`config.mk`:
```
export PLATFORM = sky130hd
export DESIGN_NAME = mdu_seq
export DESIGN_NICKNAME = d
export VERILOG_FILES = /design/src/rtl/mdu_pkg.sv /design/src/rtl/mdu_div_iter.sv /design/src/rtl/mdu_seq.sv
export SDC_FILE = /design/constraint.sdc
export NUM_CORES = 2
export LEC_CHECK = 0
export CORE_MARGIN = 5
export CORE_UTILIZATION = 40
export DETAILED_ROUTE_END_ITERATION = 8
export SYNTH_ARGS = -nofsm -noshare
export SYNTH_HDL_FRONTEND = slang
export SYNTH_SLANG_ARGS = --single-unit
```
`constraint.sdc`:
```
create_clock -name clk -period 9.2 [get_ports clk]
set_input_delay 0.92 -clock clk [delete_from_list [all_inputs] [get_ports clk]]
set_output_delay 0.92 -clock clk [all_outputs]
set_load 0.01 [all_outputs]
```
`src/rtl/mdu_pkg.sv`:
```
// Shared op codes, FSM states and op-class helpers for the multiply/divide unit.
package mdu_pkg;

    localparam logic [2:0] OP_MULT  = 3'b000;
    localparam logic [2:0] OP_MULTU = 3'b001;
    localparam logic [2:0] OP_DIV   = 3'b010;
    localparam logic [2:0] OP_DIVU  = 3'b011;
    localparam logic [2:0] OP_MTHI  = 3'b100;
    localparam logic [2:0] OP_MTLO  = 3'b101;

    typedef enum logic [1:0] {
        S_IDLE,
        S_MUL,
        S_DIV,
        S_FIX
    } mdu_state_e;

    function automatic logic op_is_mul(input logic [2:0] op);
        return (op == OP_MULT) || (op == OP_MULTU);
    endfunction

    function automatic logic op_is_div(input logic [2:0] op);
        return (op == OP_DIV) || (op == OP_DIVU);
    endfunction

endpackage

```
`src/rtl/mdu_div_iter.sv`:
```
// Restoring divider on unsigned magnitudes: one quotient bit per step, WIDTH steps per divide.
module mdu_div_iter #(
    parameter int WIDTH = 32
) (
    input  logic             clk,
    input  logic             load,
    input  logic             step,
    input  logic [WIDTH-1:0] dividend,
    input  logic [WIDTH-1:0] divisor,
    output logic [WIDTH-1:0] quo,
    output logic [WIDTH-1:0] rem
);

    logic [WIDTH-1:0] dvs;
    logic [WIDTH:0]   trial;

    // quo doubles as the dividend shift register; its MSB feeds the partial remainder
    assign trial = {rem, quo[WIDTH-1]} - {1'b0, dvs};

    always_ff @(posedge clk) begin
        if (load) begin
            rem <= '0;
            quo <= dividend;
            dvs <= divisor;
        end else if (step) begin
            if (!trial[WIDTH]) begin
                rem <= trial[WIDTH-1:0];
                quo <= {quo[WIDTH-2:0], 1'b1};
            end else begin
                rem <= {rem[WIDTH-2:0], quo[WIDTH-1]};
                quo <= {quo[WIDTH-2:0], 1'b0};
            end
        end
    end

endmodule

```
`src/rtl/mdu_seq.sv`:
```
// Multi-cycle multiply/divide unit with HI/LO registers for the EX stage.
// Multiply is a registered product timed by a valid shift; divide runs on the iterative divider.
module mdu_seq
    import mdu_pkg::*;
#(
    parameter int WIDTH       = 32,
    parameter int MULT_CYCLES = 5
) (
    input  logic             clk,
    input  logic             reset,
    input  logic             start,
    input  logic [2:0]       op,
    input  logic [WIDTH-1:0] src_a,
    input  logic [WIDTH-1:0] src_b,
    output logic             busy,
    output logic             done,
    output logic [WIDTH-1:0] hi,
    output logic [WIDTH-1:0] lo
);

    localparam int CNT_MAX = (WIDTH > MULT_CYCLES) ? WIDTH : MULT_CYCLES;
    localparam int CNT_W   = $clog2(CNT_MAX) + 1;
    localparam logic [CNT_W-1:0] CNT_ONE = {{(CNT_W-1){1'b0}}, 1'b1};
    localparam logic [WIDTH-1:0] ONE     = {{(WIDTH-1){1'b0}}, 1'b1};

    mdu_state_e             state, state_nxt;
    logic [CNT_W-1:0]       cnt, cnt_nxt;
    logic [MULT_CYCLES-1:0] mvld;

    logic mul_go, div_load, div_step, wr_mul, wr_div, mt_hi, mt_lo;
    logic div_sgn, a_neg, b_neg;

    logic [2*WIDTH-1:0] prod_p0;
    logic [WIDTH-1:0]   a_p0;
    logic               qneg_p0, rneg_p0, bzero_p0;
    logic [WIDTH-1:0]   div_quo, div_rem;

    function automatic logic [WIDTH-1:0] mag(input logic [WIDTH-1:0] v, input logic neg);
        return neg ? (~v + ONE) : v;
    endfunction

    // Operands are extended to 2*WIDTH, so the low half of the product is exact for both forms
    function automatic logic [2*WIDTH-1:0] mul_product(input logic [WIDTH-1:0] a,
                                                       input logic [WIDTH-1:0] b,
                                                       input logic sgn);
        logic signed [2*WIDTH-1:0] ae, be, p;
        ae = {{WIDTH{sgn & a[WIDTH-1]}}, a};
        be = {{WIDTH{sgn & b[WIDTH-1]}}, b};
        p  = ae * be;
        return p;
    endfunction

    function automatic logic [2*WIDTH-1:0] div_result(input logic [WIDTH-1:0] q,
                                                      input logic [WIDTH-1:0] r,
                                                      input logic [WIDTH-1:0] a_raw,
                                                      input logic qneg,
                                                      input logic rneg,
                                                      input logic bzero);
        if (bzero)
            return {a_raw, {WIDTH{1'b1}}};
        return {mag(r, rneg), mag(q, qneg)};
    endfunction

    assign div_sgn = (op == OP_DIV);
    assign a_neg   = div_sgn & src_a[WIDTH-1];
    assign b_neg   = div_sgn & src_b[WIDTH-1];
    assign busy    = (state != S_IDLE);

    always_comb begin
        state_nxt = state;
        cnt_nxt   = cnt;
        done      = 1'b0;
        mul_go    = 1'b0;
        div_load  = 1'b0;
        div_step  = 1'b0;
        wr_mul    = 1'b0;
        wr_div    = 1'b0;
        mt_hi     = 1'b0;
        mt_lo     = 1'b0;
        case (state)
            S_IDLE: begin
                if (start) begin
                    if (op_is_mul(op)) begin
                        state_nxt = S_MUL;
                        cnt_nxt   = CNT_W'(MULT_CYCLES - 1);
                        mul_go    = 1'b1;
                    end else if (op_is_div(op)) begin
                        state_nxt = S_DIV;
                        cnt_nxt   = CNT_W'(WIDTH - 1);
                        div_load  = 1'b1;
                    end else if (op == OP_MTHI) begin
                        mt_hi = 1'b1;
                    end else if (op == OP_MTLO) begin
                        mt_lo = 1'b1;
                    end
                end
            end
            S_MUL: begin
                cnt_nxt = cnt - CNT_ONE;
                if (mvld[MULT_CYCLES-1]) begin
                    done      = 1'b1;
                    wr_mul    = 1'b1;
                    cnt_nxt   = '0;
                    state_nxt = S_IDLE;
                end
            end
            S_DIV: begin
                div_step = 1'b1;
                cnt_nxt  = cnt - CNT_ONE;
                if (cnt == '0) begin
                    cnt_nxt   = '0;
                    state_nxt = S_FIX;
                end
            end
            S_FIX: begin
                done      = 1'b1;
                wr_div    = 1'b1;
                state_nxt = S_IDLE;
            end
            default: state_nxt = S_IDLE;
        endcase
    end

    always_ff @(posedge clk) begin
        if (reset) begin
            state <= S_IDLE;
            cnt   <= '0;
            mvld  <= '0;
        end else begin
            state   <= state_nxt;
            cnt     <= cnt_nxt;
            mvld[0] <= mul_go;
            for (int i = 1; i < MULT_CYCLES; i++)
                mvld[i] <= mvld[i-1];
        end
    end

    // ---- p0: operands captured on issue ----
    always_ff @(posedge clk) begin
        if (mul_go)
            prod_p0 <= mul_product(src_a, src_b, op == OP_MULT);
        if (div_load) begin
            a_p0      <= src_a;
            qneg_p0   <= a_neg ^ b_neg;
            rneg_p0   <= a_neg;
            bzero_p0  <= (src_b == '0);
        end
    end

    mdu_div_iter #(.WIDTH(WIDTH)) u_div (
        .clk      (clk),
        .load     (div_load),
        .step     (div_step),
        .dividend (mag(src_a, a_neg)),
        .divisor  (mag(src_b, b_neg)),
        .quo      (div_quo),
        .rem      (div_rem)
    );

    // ---- HI/LO architectural state ----
    always_ff @(posedge clk) begin
        if (reset) begin
            hi <= '0;
            lo <= '0;
        end else if (wr_mul) begin
            {hi, lo} <= prod_p0;
        end else if (wr_div) begin
            {hi, lo} <= div_result(div_quo, div_rem, a_p0, qneg_p0, rneg_p0, bzero_p0);
        end else if (mt_hi) begin
            hi <= src_a;
        end else if (mt_lo) begin
            lo <= src_a;
        end
    end

endmodule

```
## Yosys cells after proc, flatten, opt, wreduce, memory -nomap -nowiden

Index checks and enable logic that the tools add are counted.

- Word-level logic and storage cells: 112
- Bits of input ports: 70
- Output and inout bits: 66
- Register bits: 272

- Equal/unequal tests: 13
- Reductions and logical operators: 14
- Multipliers: 1
- Mux-type cells: 56
- Add/subtract/negate cells: 6
- Bitwise operators: 9

Operators with widths:

| kind | count |
|---|---|
| $mux W32 | 14 |
| $add A32 B1 Y32 const B | 4 |
| $mux W64 | 2 |
| $not A32 Y32 | 4 |
| $mul A33 B33 Y64 | 1 |
| $sub A33 B32 Y33 | 1 |
| $logic_not A32 Y1 | 1 |
| $mux W6 | 5 |
| $mux W1 | 27 |
| $pmux W6 S3 | 1 |
| $mux W2 | 5 |
| $reduce_bool A3 Y1 | 3 |
| $pmux W2 S4 | 1 |
| $eq A3 B2 Y1 const B | 2 |
| $eq A3 B3 Y1 const B | 2 |
| $logic_not A6 Y1 | 1 |
| $ne A2 B2 Y1 const B | 3 |
| $ne A3 B3 Y1 const B | 2 |
| $sub A6 B1 Y6 const B | 1 |
| $and A1 B1 Y1 | 4 |
| $eq A2 B2 Y1 const B | 2 |
| $reduce_and A4 Y1 | 1 |
| $reduce_bool A2 Y1 | 2 |
| $eq A3 B1 Y1 const B | 1 |
| other kinds (8) | 9 |

## Longest topological paths before layout

- Depth after elaboration: 11
- Mapped depth: 32
- Gate-level depth less buffers: 30

## Modules after synthesis

Synthesis repeated with hierarchy kept, for this count alone.

- Cells, all modules: 5,875
- Area total of the unflattened synthesis: 53,563.9 µm²

Modules (own cells, without submodules):

| module | seq. area each (µm²) | times used | cells each | area an instance (µm²) |
|---|---|---|---|---|
| mdu_seq | 4,514.3 | 1 | 5,304 | 47,722.0 |
| mdu_div_iter | 2,562.5 | 1 | 571 | 5,841.9 |

## Least setup slack after synthesis

No wires, ideal clock.

- Kind: input to register
- From: input op[0]
- To: register prod_p0[63], data pin
- Path slack: 0.365 ns
- Library setup time: 0.260 ns
- Data arrival time: 8.575 ns
- Stages: 30
- Data required time: 8.940 ns
- Buffers on the path: 2
- Cells stage by stage: nor3_1 > clkbuf_1 > and2_1 > clkbuf_1 > nand2_1 > inv_1 > fa_1 > inv_1 > fa_1 > inv_1 > fa_1 > fa_1 > inv_1 > fa_1 > inv_1 > fa_1 > inv_1 > fa_1 > fa_1 > inv_1 > ha_1 > nand4_1 > nor2_1 > nand2_1 > a211oi_1 > o21ai_1 > o2111a_1 > o31ai_1 > a21oi_1 > xnor2_1

- Word-level cells in the longest chain between the ends: 3
- Elaborated cells on any way between the ends: 4
- Those cells by class: mul (1); bitwise (2); reduce/logical (1)

RTL lines:

| what | line | source |
|---|---|---|
| start: declaration | mdu_seq.sv:12 | `input logic [2:0] op,` |
| $logic_not A3 Y1 * | mdu_seq.sv:141 | `prod_p0 <= mul_product(src_a, src_b, op == OP_MULT);` |
| $and A1 B1 Y1, on equally long branches | mdu_seq.sv:47, mdu_seq.sv:48 |  |
| $mul A33 B33 Y64 * | mdu_seq.sv:49 | `p = ae * be;` |
| end signal: assignment | mdu_seq.sv:141 |  |
| end: declaration | mdu_seq.sv:33 | `logic [2*WIDTH-1:0] prod_p0;` |

Mark *: on every way between the ends. The rest lies on a longest branch, timed or not.
A chain may end at the register's enable or synchronous reset.

## Worst setup path after layout

- From: input src_b[0]
- To: register prod_p0[56], data pin

- Word-level cells in the longest chain between the ends: 1

RTL lines:

| what | line | source |
|---|---|---|
| start: declaration | mdu_seq.sv:14 | `input logic [WIDTH-1:0] src_b,` |
| $mul A33 B33 Y64 | mdu_seq.sv:49 |  |

No other way between the ends.

==> results_dict.tcl <==
set metrics [dict create \
    die_h_um 373.8 \
    io_buffer_count 135 \
    synth.top_cell.area_share_pct 42.57 \
    fin_ws_ns 0.3745 \
    worstMarginPinSlew_ns 1.124 \
    worst_path_max_delay_cell "fa_1" \
    cts_root_buf "clkbuf_16" \
    synth-edff-count 163 \
    hold_viol 0 \
    cts_made_buffers 29 \
    yosys-top-cells-area "fa_1 43%, edfxtp_1 9.2%, inv_1 8.5%, nand2_1 6.7%, ha_1 6.0%" \
    syn-num-nets 7256 \
    synthCells 5805 \
    hold_path.class "reg -> reg" \
    crit_type "in -> reg" \
    drt_iter0_markers 2955 \
    post_cts_buffers 0 \
    path_clk_slew_ns 0.07 \
    wire_per_inst_um 21.34 \
    startpoint "src_b[0]" \
    yosysSeqAreaShare_pct 13.36 \
    grt_max_degree 78 \
    post_cts_resized 0 \
    vias 40880 \
    die-area_um2 139800 \
    totalWireLength_um 166600 \
    via_per_inst 5.238 \
    drt-pass1-iter-count 5 \
    synth_top_area_cell "fa_1" \
    area_growth_pct 12.76 \
    yosys_most_used_dff "edfxtp_1" \
    cts_hold_buffers 0 \
    gp_congestion 0.9326 \
    setup_viol 0 \
    grt_pass1_wl_um 261000 \
    grt_usage_pct 23.99 \
    syn_area_um2 52950 \
    crit_path_max_fanout 10 \
    synthArstFlopShare_pct 0 \
    clock.fmax_mhz 113.3 \
    relSlewSlack_pct 25.09 \
    num_rows 133 \
    yosysUniqueCellTypes 83 \
    synth_most_common_cell "inv_1" \
    cts_max_path_buffers 3 \
    utilization_pct 45.42 \
    ys_ff_latch 272 \
    finalMaxSlewViolations 0 \
    period_share_pct 95.93 \
    status "completed" \
    post-route-drc-count 0 \
    critical_path.max_stage_delay_ns 0.58 \
    drive_above_1_share_pct 9.070 \
    endpoint_kind "flop" \
    r2r-end "u_div.rem[10]" \
    core_area_um2 131500 \
    startpoint_type "input pin" \
    cp-endpoint "prod_p0[56]" \
    arrival_ns 9.18 \
    clkLatencyLatePin_ns 0.61 \
    grt_pass1_vias 43310 \
    setup_tns_ns 0 \
    die_w_um 373.8 \
    overflow 0 \
    r2r_slack_ns 5.32 \
    num_io_pins 136 \
    period_needed_ns 8.826 \
    ff2ff_path_depth 14 \
    clock-sinks 272 \
    tritoncts "yes" \
    clock_skew_ns 0.01880 \
    crit_required_ns 9.55 \
    start_util_pct 40.28 \
    yosys_warnings 0 \
    antenna_found_initial 8 \
    max_cap_viol_count 0 \
    timing.critical_path.mode_cell "fa_1" \
    final_nets 7470 \
    hpwl_um 136300 \
    dp_slack_ns -0.2979 \
    syn_avg_cell_area_um2 9.122 \
    rsz0062_at_grt "no" \
    drtAntennaViolNets 0 \
    reg2reg_from "u_div.rem[0]" \
    synth_commonest_cells "1,202 x inv_1, 1,126 x fa_1, 950 x nand2_1" \
    ctsHtreeMaxLevel 1 \
]
-- cells by family (layout without fill, tap and decap cells) --
group,Yosys count,in the layout,share of synthesized area (%)
xor+xnor,226,226,3.774
compound gates,618,618,7.687
other cells,0,9,0
simple gates,1689,1689,14.39
fa+ha+maj,1381,1381,48.60
flops,272,272,13.36
buf+inv,1564,1801,11.15
mux,55,55,1.040
-- critical path: cells and delay by family --
family,cells,cell delay (ns)
XOR/XNOR,1,0.09
buffers and inverters,10,1.50
adder cells (fa/ha/maj),9,4.32
AO/OA/AOI/OAI,5,1.23
AND/OR/NAND/NOR,5,1.09
-- placed cells by master (no fill, tap or decap), types with 48 or more instances in the layout --
cell type	n
inv_1	1201
fa_1	1126
nand2_1	949
buf_4	357
and2_1	285
ha_1	253
nor2_1	240
edfxtp_1	163
a21oi_1	155
xnor2_1	148
dfxtp_1	109
o21ai_0	105
clkdlybuf4s50_1	92
xor2_1	77
a21o_1	57
mux2i_1	55
buf_12	49
o21ai_1	48
-- sequential cells by signal (all words and copies together) (netlist names), 5 cells and up --
name       count
hi            32
a_p0          32
u_div.rem     32
prod_p0       64
lo            32
mvld           5
u_div.dvs     32
cnt            6
u_div.quo     32
-- per-layer routing --
layer	vias up	global-route usage [%]	routed length, µm
met4	0	9.198	7533
li1	18020	-	-
met5	-	0	0
met3	279	4.431	13710
met2	1566	38.37	75910
met1	21020	32.56	69420
-- worst min-delay path by stage --
stage,start,to,slack (ns),cells after the start
global placement,mvld[2],mvld[3],0.44,1
floorplan,mvld[0],mvld[1],0.41,1
global route,mvld[3],mvld[4],0.47,1
detailed placement,mvld[0],mvld[1],0.43,1
finish,mvld[1],mvld[2],0.44,1
CTS,mvld[1],mvld[2],0.45,1
-- cell type report --
cell class	instances	area [µm²]
clock buffer	32	747.0
antenna	9	22.52
inverter	1206	4527
clock inverter	22	315.3
fill	12690	71750
sequential	272	7077
timing repair buffer	541	4797
multi-input combinational	3969	40030
tap	1755	2196
-- through the flow --
step	area, µm²	cells	hold slack, ns
after global placement	58620	7743	0.4358
after CTS	59680	7797	0.4523
final	59710	7806	0.4433
after detailed placement	58620	7743	0.4308
after global routing	59700	7803	0.4677
after floorplan	52950	5805	0.4138
Power is not shown: default switching activity piles up to over one toggle a cycle in this logic, so the estimate is an artifact.
